<file path="src/rtl/irq_timer_pkg.sv">
// Shared constants and types for irq_timer_controller: register map, IACK function code,
// bus handshake state encoding and the IPL priority helper.
package irq_timer_pkg;

    localparam logic [2:0] REG_CTRL       = 3'd0;
    localparam logic [2:0] REG_STATUS     = 3'd1;
    localparam logic [2:0] REG_SEL        = 3'd2;
    localparam logic [2:0] REG_RELOAD_HI  = 3'd3;
    localparam logic [2:0] REG_RELOAD_MID = 3'd4;
    localparam logic [2:0] REG_RELOAD_LO  = 3'd5;
    localparam logic [2:0] REG_AVEC       = 3'd6;
    localparam logic [2:0] REG_ID         = 3'd7;

    localparam logic [7:0] ID_BASE    = 8'hA0;
    localparam logic [7:0] AVEC_RESET = 8'h40;
    localparam logic [2:0] FC_IACK    = 3'b111;

    typedef enum logic [1:0] {
        BUS_IDLE     = 2'd0,
        BUS_REG_ACK  = 2'd1,
        BUS_IACK_ACK = 2'd2
    } bus_state_t;

    // Highest asserted request level, 0 when nothing is requesting.
    function automatic logic [2:0] highest_level(input logic [7:1] req);
        logic [2:0] lvl;
        lvl = 3'd0;
        for (int l = 1; l <= 7; l++) begin
            if (req[l]) lvl = 3'(l);
        end
        return lvl;
    endfunction

endpackage

</file>
<file path="src/rtl/irq_timer_channel.sv">
// One periodic timer: loads on the enable rising edge, counts down while enabled and
// emits a one-cycle fire strobe when the count expires, reloading in the same cycle.
module irq_timer_channel #(
    parameter int WIDTH = 24
) (
    input  logic             clk,
    input  logic             rst_n,
    input  logic             enable,
    input  logic [WIDTH-1:0] reload,
    output logic             fire
);

    logic [WIDTH-1:0] count;
    logic             enable_q;

    // A zero count reloads without firing, so RELOAD=0 never produces a fire.
    always_ff @(posedge clk or negedge rst_n) begin
        if (!rst_n) begin
            count    <= '0;
            enable_q <= 1'b0;
        end else begin
            enable_q <= enable;
            if (enable && !enable_q) begin
                count <= reload;
            end else if (enable) begin
                if (count <= WIDTH'(1)) count <= reload;
                else                    count <= count - WIDTH'(1);
            end
        end
    end

    assign fire = enable && enable_q && (count == WIDTH'(1));

endmodule

</file>
<file path="src/rtl/irq_timer_controller.sv">
// 68000-side interrupt/timer block: periodic timers, IPL encoder, IACK autovectoring and
// register window. Optional bus watchdog driving BERR_n is built when BUS_WATCHDOG_EN is defined.
module irq_timer_controller
    import irq_timer_pkg::*;
#(
    parameter int NUM_TIMERS  = 2,
    parameter int TIMER_WIDTH = 24,
    parameter int TIMER_IPL   = 6,
    parameter int WDOG_CYCLES = 1024
) (
    input  logic       CLK,
    input  logic       RST_n,
    input  logic       CS_n,
    input  logic       AS_n,
    input  logic       LDS_n,
    input  logic       RW,
    input  logic [2:0] FC,
    input  logic [2:0] ADDR,
    input  logic [7:0] DATA_IN,
    output logic [7:0] DATA_OUT,
    output logic       DATA_OE,
    input  logic [6:0] IRQ_n,
    input  logic       DTACK_IN_n,
    output logic [2:0] IPL_n,
    output logic       DTACK_n,
    output logic       VPA_n,
    output logic       BERR_n
);

    localparam int SEL_W = (NUM_TIMERS > 1) ? $clog2(NUM_TIMERS) : 1;

    // Handshake: a request is sampled on a rising edge; the acknowledge (DTACK_n or VPA_n)
    // asserts on that edge and holds until AS_n is sampled high, then releases on that edge.
    bus_state_t bus_state, bus_state_d;
    logic       reg_req, iack_req, reg_start, iack_start, wr_en;

    logic [NUM_TIMERS-1:0]  ctrl_q, pend_q, pend_d, fire, iack_clear;
    logic [SEL_W-1:0]       sel_q;
    logic [7:0]             stage_hi, stage_mid;
    logic [TIMER_WIDTH-1:0] reload_q [NUM_TIMERS];
    logic [7:1]             avec_q;
    logic [7:0]             avec_full;
    logic                   berr_flag_q, wdog_fire;
    logic [23:0]            sel_reload;
    logic [7:0]             rd_data;
    logic [7:1]             level_req;
    logic [2:0]             level, ipl_n_q;
    logic [7:0]             data_out_q;
    logic                   data_oe_q;

    assign avec_full = {avec_q, 1'b0};
    assign reg_req   = !CS_n && !AS_n && !LDS_n && (FC != FC_IACK);
    assign iack_req  = (FC == FC_IACK) && !AS_n && avec_full[ADDR];

    always_ff @(posedge CLK or negedge RST_n) begin
        if (!RST_n) bus_state <= BUS_IDLE;
        else        bus_state <= bus_state_d;
    end

    always_comb begin
        bus_state_d = bus_state;
        reg_start   = 1'b0;
        iack_start  = 1'b0;
        case (bus_state)
            BUS_IDLE: begin
                if (reg_req) begin
                    bus_state_d = BUS_REG_ACK;
                    reg_start   = 1'b1;
                end else if (iack_req) begin
                    bus_state_d = BUS_IACK_ACK;
                    iack_start  = 1'b1;
                end
            end
            BUS_REG_ACK, BUS_IACK_ACK: begin
                if (AS_n) bus_state_d = BUS_IDLE;
            end
            default: bus_state_d = BUS_IDLE;
        endcase
    end

    assign wr_en   = reg_start && !RW;
    assign DTACK_n = (bus_state != BUS_REG_ACK);
    assign VPA_n   = (bus_state != BUS_IACK_ACK);

    always_comb begin
        sel_reload = '0;
        for (int k = 0; k < NUM_TIMERS; k++) begin
            if (sel_q == SEL_W'(k)) sel_reload[TIMER_WIDTH-1:0] = reload_q[k];
        end
    end

    always_comb begin
        rd_data = '0;
        case (ADDR)
            REG_CTRL:       rd_data[NUM_TIMERS-1:0] = ctrl_q;
            REG_STATUS: begin
                rd_data[NUM_TIMERS-1:0] = pend_q;
                rd_data[7]              = berr_flag_q;
            end
            REG_SEL:        rd_data[SEL_W-1:0] = sel_q;
            REG_RELOAD_HI:  rd_data = sel_reload[23:16];
            REG_RELOAD_MID: rd_data = sel_reload[15:8];
            REG_RELOAD_LO:  rd_data = sel_reload[7:0];
            REG_AVEC:       rd_data = avec_full;
            REG_ID:         rd_data = ID_BASE | 8'(NUM_TIMERS);
            default:        rd_data = '0;
        endcase
    end

    always_ff @(posedge CLK or negedge RST_n) begin
        if (!RST_n) begin
            data_out_q <= '0;
            data_oe_q  <= 1'b0;
        end else if (reg_start) begin
            data_out_q <= rd_data;
            data_oe_q  <= RW;
        end else if (bus_state == BUS_REG_ACK && AS_n) begin
            data_oe_q  <= 1'b0;
        end
    end

    assign DATA_OUT = data_out_q;
    assign DATA_OE  = data_oe_q;

    // IACK at the timer level retires only the lowest-index pending timer; a fire in the
    // same cycle as a clear leaves the bit set.
    always_comb begin
        iack_clear = pend_q & (~pend_q + NUM_TIMERS'(1));
        pend_d     = pend_q;
        if (wr_en && ADDR == REG_STATUS) pend_d = pend_d & ~DATA_IN[NUM_TIMERS-1:0];
        if (iack_start && ADDR == 3'(TIMER_IPL)) pend_d = pend_d & ~iack_clear;
        pend_d = pend_d | fire;
    end

    always_ff @(posedge CLK or negedge RST_n) begin
        if (!RST_n) begin
            ctrl_q      <= '0;
            pend_q      <= '0;
            sel_q       <= '0;
            stage_hi    <= '0;
            stage_mid   <= '0;
            avec_q      <= AVEC_RESET[7:1];
            berr_flag_q <= 1'b0;
        end else begin
            pend_q <= pend_d;
            if (wr_en) begin
                case (ADDR)
                    REG_CTRL:       ctrl_q    <= DATA_IN[NUM_TIMERS-1:0];
                    REG_SEL:        sel_q     <= (NUM_TIMERS > 1) ? DATA_IN[SEL_W-1:0] : '0;
                    REG_RELOAD_HI:  stage_hi  <= DATA_IN;
                    REG_RELOAD_MID: stage_mid <= DATA_IN;
                    REG_AVEC:       avec_q    <= DATA_IN[7:1];
                    default: ;
                endcase
            end
            if (wdog_fire)
                berr_flag_q <= 1'b1;
            else if (wr_en && ADDR == REG_STATUS && DATA_IN[7])
                berr_flag_q <= 1'b0;
        end
    end

    always_ff @(posedge CLK or negedge RST_n) begin
        if (!RST_n) begin
            for (int k = 0; k < NUM_TIMERS; k++) reload_q[k] <= '0;
        end else if (wr_en && ADDR == REG_RELOAD_LO) begin
            for (int k = 0; k < NUM_TIMERS; k++) begin
                if (sel_q == SEL_W'(k))
                    reload_q[k] <= TIMER_WIDTH'({stage_hi, stage_mid, DATA_IN});
            end
        end
    end

    for (genvar k = 0; k < NUM_TIMERS; k++) begin : g_timer
        irq_timer_channel #(.WIDTH(TIMER_WIDTH)) u_channel (
            .clk    (CLK),
            .rst_n  (RST_n),
            .enable (ctrl_q[k]),
            .reload (reload_q[k]),
            .fire   (fire[k])
        );
    end

    always_comb begin
        level_req = ~IRQ_n;
        if (|pend_q) level_req[TIMER_IPL] = 1'b1;
        level = highest_level(level_req);
    end

    always_ff @(posedge CLK or negedge RST_n) begin
        if (!RST_n) ipl_n_q <= 3'b111;
        else        ipl_n_q <= ~level;
    end

    assign IPL_n = ipl_n_q;

`ifdef BUS_WATCHDOG_EN
    localparam int WDOG_W = $clog2(WDOG_CYCLES + 1);

    logic [WDOG_W-1:0] wdog_cnt;
    logic              berr_n_q, wdog_run;

    // Counts only while a cycle is outstanding with no acknowledge from anyone.
    assign wdog_run  = !AS_n && berr_n_q && DTACK_IN_n && VPA_n && DTACK_n;
    assign wdog_fire = wdog_run && (wdog_cnt == WDOG_W'(WDOG_CYCLES - 1));

    always_ff @(posedge CLK or negedge RST_n) begin
        if (!RST_n) begin
            wdog_cnt <= '0;
            berr_n_q <= 1'b1;
        end else if (AS_n) begin
            wdog_cnt <= '0;
            berr_n_q <= 1'b1;
        end else if (wdog_run) begin
            wdog_cnt <= wdog_cnt + WDOG_W'(1);
            if (wdog_fire) berr_n_q <= 1'b0;
        end
    end

    assign BERR_n = berr_n_q;
`else
    localparam int WDOG_CYCLES_UNUSED = WDOG_CYCLES;
    logic dtack_in_unused;

    assign dtack_in_unused = DTACK_IN_n;
    assign wdog_fire       = 1'b0;
    assign BERR_n          = 1'b1;
`endif

endmodule

</file>
<file path="config.mk">
export PLATFORM = sky130hd
export DESIGN_NAME = irq_timer_controller
export DESIGN_NICKNAME = d
export VERILOG_FILES = /design/src/rtl/irq_timer_pkg.sv /design/src/rtl/irq_timer_channel.sv /design/src/rtl/irq_timer_controller.sv
export SDC_FILE = /design/constraint.sdc
export NUM_CORES = 1
export LEC_CHECK = 0
export ABC_CLOCK_PERIOD_IN_PS = 2300
export CAP_MARGIN = 20
export CELL_PAD_IN_SITES_DETAIL_PLACEMENT = 1
export CELL_PAD_IN_SITES_GLOBAL_PLACEMENT = 2
export CORE_ASPECT_RATIO = 1.75
export CORE_MARGIN = 10
export CORE_UTILIZATION = 36
export CTS_CLUSTER_SIZE = 8
export DETAILED_ROUTE_END_ITERATION = 7
export PLACE_DENSITY = 0.83
export SLEW_MARGIN = 20
export SYNTH_ARGS = -nofsm -noshare
export SYNTH_HDL_FRONTEND = slang
export SYNTH_SLANG_ARGS = --single-unit
</file>
<file path="constraint.sdc">
create_clock -name CLK -period 2.3 [get_ports CLK]
set_input_delay 0.23 -clock CLK [delete_from_list [all_inputs] [get_ports CLK]]
set_output_delay 0.23 -clock CLK [all_outputs]
set_load 0.05 [all_outputs]
</file>
======== After elaboration in Yosys (flattened, before gate mapping) ========
Index checks and enable logic that the tools add are counted.
operators by class
  add/sub/neg operators ................... 3
  mux-type cells .......................... 34
  bitwise gates (word level) .............. 10
  equality and inequality tests ........... 17
  magnitude comparators ................... 3
  reductions and logical operators ........ 38
operators by type and width
  operator                                                         number
  two-way mux 24 bit                                               7
  == test 24 x 1 -> 1 bit, second input constant                   2
  less-or-equal comparator 24 x 1 -> 1 bit, second input constant  2
  subtractor 24 x 1 -> 24 bit, second input constant               2
  case mux 5 bit (5 select lines)                                  1
  logical AND 1 bit                                                16
  AND reduction 2 bit                                              8
  == test 3 bit, second input constant                             5
  two-way mux 2 bit                                                7
  case mux 1 bit (7 select lines)                                  2
  two-way mux 3 bit                                                4
  two-way mux 1 bit                                                10
  NOT 7 bit                                                        1
  bitwise AND 2 bit                                                3
  == test 3 x 2 -> 1 bit, second input constant                    2
  logical NOT 1 bit                                                6
  != test 3 bit, second input constant                             2
  NOT 2 bit                                                        3
  nonzero test 2 bit                                               3
  OR reduction 2 bit                                               3
  case mux 1 bit (5 select lines)                                  1
  < comparator 3 x 4 -> 1 bit, second input constant               1
  != test 2 bit, second input constant                             2
  case mux 2 bit (2 select lines)                                  1
  11 further kinds                                                 11
storage, ports and cells
  register bits ........................... 140
  logic and storage cells ................. 121
  output and inout port bits .............. 15
  input port bits ......................... 28

======== Longest topological paths before layout ========
  depth after elaboration ................. 12
  gate-level depth with buffers ........... 9
  gate-level depth less buffers ........... 7

======== Cells and area by module ========
Synthesis repeated with hierarchy kept, for this count alone.
second synthesis, totals
  cell total of the unflattened synthesis .. 727
  area total of the unflattened synthesis .. 7982.7 um^2
modules (own cells, without submodules)
  module                cells an instance  times used  sequential area each (um^2)  area an instance (um^2)
  irq_timer_controller  329                1           2257.2                       4406.7
  irq_timer_channel     199                2           625.6                        1788.0

======== Worst setup path before layout ========
No wires, ideal clock.
  kind .................................... register -> register
  start point ............................. register g_timer[0].u_channel.count[4]
  end point ............................... register g_timer[0].u_channel.count[22]
  slack ................................... -0.001 ns
  library setup time ...................... 0.126 ns
  arrival ................................. 2.175 ns
  period minus slack after synthesis ...... 2.301 ns
  cell stages (with the launch flop) ...... 7
  buffers on the path ..................... 1
  data required time ...................... 2.174 ns
  cell sequence ........................... dfrtp_1 or4_1 or4_4 o21ai_2 buf_6 o21ai_1 a221o_1
between the ends
  word-level cells in the longest chain between the ends .. 4
  elaborated cells on any way between the ends .. 5
  those cells by class .................... 1 x add/sub; 1 x order compare; 3 x mux
ends and longest elaborated chain
  what                                                                                            line                                              RTL
  from (decl)                                                                                     irq_timer_channel.sv:13                           logic [WIDTH-1:0] count;
  from (signal assigned)                                                                          irq_timer_channel.sv:24                           count <= reload;
  from (signal assigned)                                                                          irq_timer_channel.sv:26                           if (count <= WIDTH'(1)) count <= reload;
  from (signal assigned)                                                                          irq_timer_channel.sv:27                           else count <= count - WIDTH'(1);
  subtractor 24 x 1 -> 24 bit / less-or-equal comparator 24 x 1 -> 1 bit (equally long branches)  irq_timer_channel.sv:27, irq_timer_channel.sv:26
  two-way mux 24 bit (*)                                                                          irq_timer_channel.sv:26
  two-way mux 24 bit (*)                                                                          irq_timer_channel.sv:25                           end else if (enable) begin
  two-way mux 24 bit (*)                                                                          irq_timer_channel.sv:23                           if (enable && !enable_q) begin
Mark *: on every way between the ends. The rest lies on a longest branch, timed or not. The select of a mux whose other input is x is not followed.
A chain may end at the register's enable or synchronous reset.

======== Final worst setup path ========
  start point ............................. register g_timer[0].u_channel.count[19]
  end point ............................... register g_timer[0].u_channel.count[8]
between the ends
  word-level cells in the longest chain between the ends .. 4
ends and longest elaborated chain
  what                                      line
  less-or-equal comparator 24 x 1 -> 1 bit  irq_timer_channel.sv:26
  two-way mux 24 bit                        irq_timer_channel.sv:26
  two-way mux 24 bit                        irq_timer_channel.sv:25
  two-way mux 24 bit                        irq_timer_channel.sv:23
Every way passes these cells. The select of a mux whose other input is x is not followed.

==> run summary <==
# diodes -> 0
Worst setup EP type -> flop
top cells by instance count after synthesis -> 136 x dfrtp_1, 77 x mux2_2, 54 x nand2_1
total gr overflow -> 0
IO Port Bufs -> 40
clock skew -> 0.0102 ns
area of the multi-input gates -> 3910 um^2
wire length per cell -> 23.9 um
total CTS buffers -> 17
final setup vio count -> 25
residual DRC count -> 0
FF+latch area -> 3510 um^2
max incr delay on CP -> 0.58 ns
largest family of logic cells by synthesized area -> simple AND/OR/NAND/NOR gates
cell family contributing the most delay on the critical path -> simple AND/OR/NAND/NOR gates
Clock Latency Late Sink -> 0.44 ns
chip width -> 130 um
Hold WC Path Type -> in2async
leak pwr -> 0.00457 uW
dpl cells -> 1079
Gate Count Post-Synth -> 732
HPWL after DPL -> 20000 um
unrepaired setup endpoints after global routing -> yes
vias per inst -> 5.94
Final Hold Viols -> 0
Non-Filler Instances -> 1129
Die ar. -> 27400 um^2
Clock Path Buffers -> 2
Seq/Total Area, Yosys -> 0.464
worst endpoint required time -> 2.61 ns
Seq cells post-synth -> 140
initial antenna violation count -> 0
total global-route track usage -> 0.196
dpl ws -> -0.178 ns
pwr dens -> 948 nW/um^2
minimum clock period -> 2.48 ns
final wirelength -> 27000 um
Hold Slack -> 0.299 ns
Slew @ Worst Pin -> 0.558 ns
clk slew on worst S/H paths -> 0.06 ns
Layout Nets -> 899
Syn Area/Cell -> 10.3 um^2
Critical Path Fanout Max -> 7
multiplexer area fraction after synthesis -> 0.164
final worst setup slack -> -0.182 ns
Post-synth EDFFs -> 0
final core occ -> 0.480
I/O pin cnt -> 43
Vias -> 6701
clock sink count -> 140
H-tree levels -> 4
global-route wire length before repair -> 40800 um
critical path class -> reg2reg
predominant post-synthesis flop cell -> dfrtp_1
Post-Synth XOR/XNOR Area -> 0
failing checks -> setup timing
most frequent cell after synthesis -> dfrtp_1
Tcrit/Tclk final -> 1.08
Synth warnings -> 0
Post-Place Cell Area -> 8920 um^2
fin area -> 9960 um^2
post-synth top area share -> 0.450
Fillers -> 2251
Initial Util -> 0.364
Area Overhead vs Synth -> 31.6%
Worst slew margin -> 0.627
Slowest cell on crit path -> or4_4
CP startpoint kind -> flop
post-synthesis compound-gate area fraction -> 0.150
core area -> 20800 um^2
Die Ht -> 212 um
Slew Viols, Final -> 0
length of the first detailed-routing pass in iterations -> 6
Post-Syn Area -> 7560 um^2
Yosys top cell by area -> dfrtp_1
CTS root buffer -> clkbuf_16
fraction of the mapped netlist area in simple logic gates -> 0.164
status -> finished with violations
GP Congestion -> 0.932
Post-synth ARST share -> 1.00
largest net degree at the start of global routing -> 52
largest cells by area after synthesis -> dfrtp_1 45%, mux2_2 11%, mux2i_1 4.6%
post-synth cell types -> 69
ANT nets after route -> 0
syn nets -> 767
1st-iter DRT viols -> 367
Buf+Inv Stages, Crit Path -> 2
highest clock rate -> 403 MHz
synthesized-area fraction occupied by adder cells -> 0.0116
maximum VDD drop -> 0.489 mV
crit-path cells -> or4_4, or4_4, o21ai_4, buf_12, buf_12, mux2i_2, a22oi_1
Crit path arrival time -> 2.79 ns
CTS tree -> yes
std cell rows -> 70
max-cap viol count -> 0
vias in the first global route -> 7221
share of cells above drive strength 1 -> 0.316
==> metrics by stage <==
stage	total power [uW]	TNS [ns]
CTS	9240	-1.16
global placement	6170	-1.61
floorplan	4910	0
finish	9440	-2.71
detailed placement	6340	-3.65
global route	9900	-3.93
==> sequential cells by signal, summed over array words and instances (netlist names), 3 cells and up <==
register and count:
stage_hi 8, DATA_OUT 8, reload_q 48, avec_q 7
IPL_n 3, g_timer.u_channel.count 48, stage_mid 8
==> layer usage <==
| metal | share of wire | track usage |
|---|---|---|
| met5 | 0 | 0 |
| met3 | 0.025 | 0.0291 |
| met1 | 0.35 | 0.194 |
| met2 | 0.58 | 0.375 |
| met4 | 0.047 | 0.102 |
==> final timing paths <==
check                                                from                            end  slack [ns]  cells past startpoint
hold / removal                                      RST_n                    reload_q[5]        0.30                      2
setup reg to reg           g_timer[0].u_channel.count[19]  g_timer[0].u_channel.count[8]       -0.18                      7
hold reg to reg                               DATA_OUT[1]                    DATA_OUT[1]        0.49                      2
setup / recovery           g_timer[0].u_channel.count[19]  g_timer[0].u_channel.count[8]       -0.18                      7
max in group asynchronous                           RST_n                       IPL_n[1]        1.21                      3
min in group CLK                                 IRQ_n[3]                       IPL_n[2]        0.34                      3
==> worst reg2reg max path, stage by stage (launching register included) <==
cell     delay, ns
dfrtp_1       0.41
or4_4         0.56
or4_4         0.58
o21ai_4       0.20
buf_12        0.15
buf_12        0.13
mux2i_2       0.21
a22oi_1       0.11
==> power by group <==
| part | switching, uW | internal [uW] | leakage [uW] |
|---|---|---|---|
| Combinational | 1810 | 1530 | 0.00249 |
| Clock | 1130 | 1630 | 0.000265 |
| Sequential | 409 | 2930 | 0.00181 |
==> cell usage in the layout (no fill, tap or decap), types with 7 or more instances in the layout <==
| master | instances |
|---|---|
| mux2i_1 | 32 |
| nor4_1 | 13 |
| a22o_1 | 7 |
| nand2_1 | 53 |
| inv_1 | 34 |
| buf_6 | 11 |
| dfrtp_1 | 136 |
| a21oi_1 | 20 |
| o21ai_0 | 36 |
| a221o_1 | 7 |
| nand4_1 | 12 |
| a22oi_1 | 18 |
| nor2b_1 | 8 |
| buf_4 | 96 |
| mux2_2 | 77 |
| clkdlybuf4s50_1 | 39 |
| nor3_1 | 14 |
| ha_1 | 7 |
| and3_1 | 13 |
| nor2_1 | 24 |
| nand3_1 | 22 |
| clkbuf_16 | 19 |
| buf_12 | 10 |
==> cells by family after synthesis <==
kind of cell / Yosys count
flops: 140
simple gates: 226
compound gates: 163
other cells: 1
mux: 113
fa+ha+maj: 7
buf+inv: 82
==> final cells by class <==
class / count / area share
inverters: 35 / 0.0132
clock buffers: 20 / 0.0449
multi-input cells: 510 / 0.392
repair buffers: 160 / 0.152
clock inverters: 12 / 0.0141
flip-flops and latches: 140 / 0.352
well taps: 252 / 0.0317
==> timing repair <==
action,4_1_cts,5_1_grt
endpoints found under the hold margin,48,0
buffers inserted,2,13
gates resized for setup,22,41
setup endpoints to repair,40,40
hold buffers,1,0
pin swaps,10,34
cloned,1,3
(Power assumes the default switching activity.)
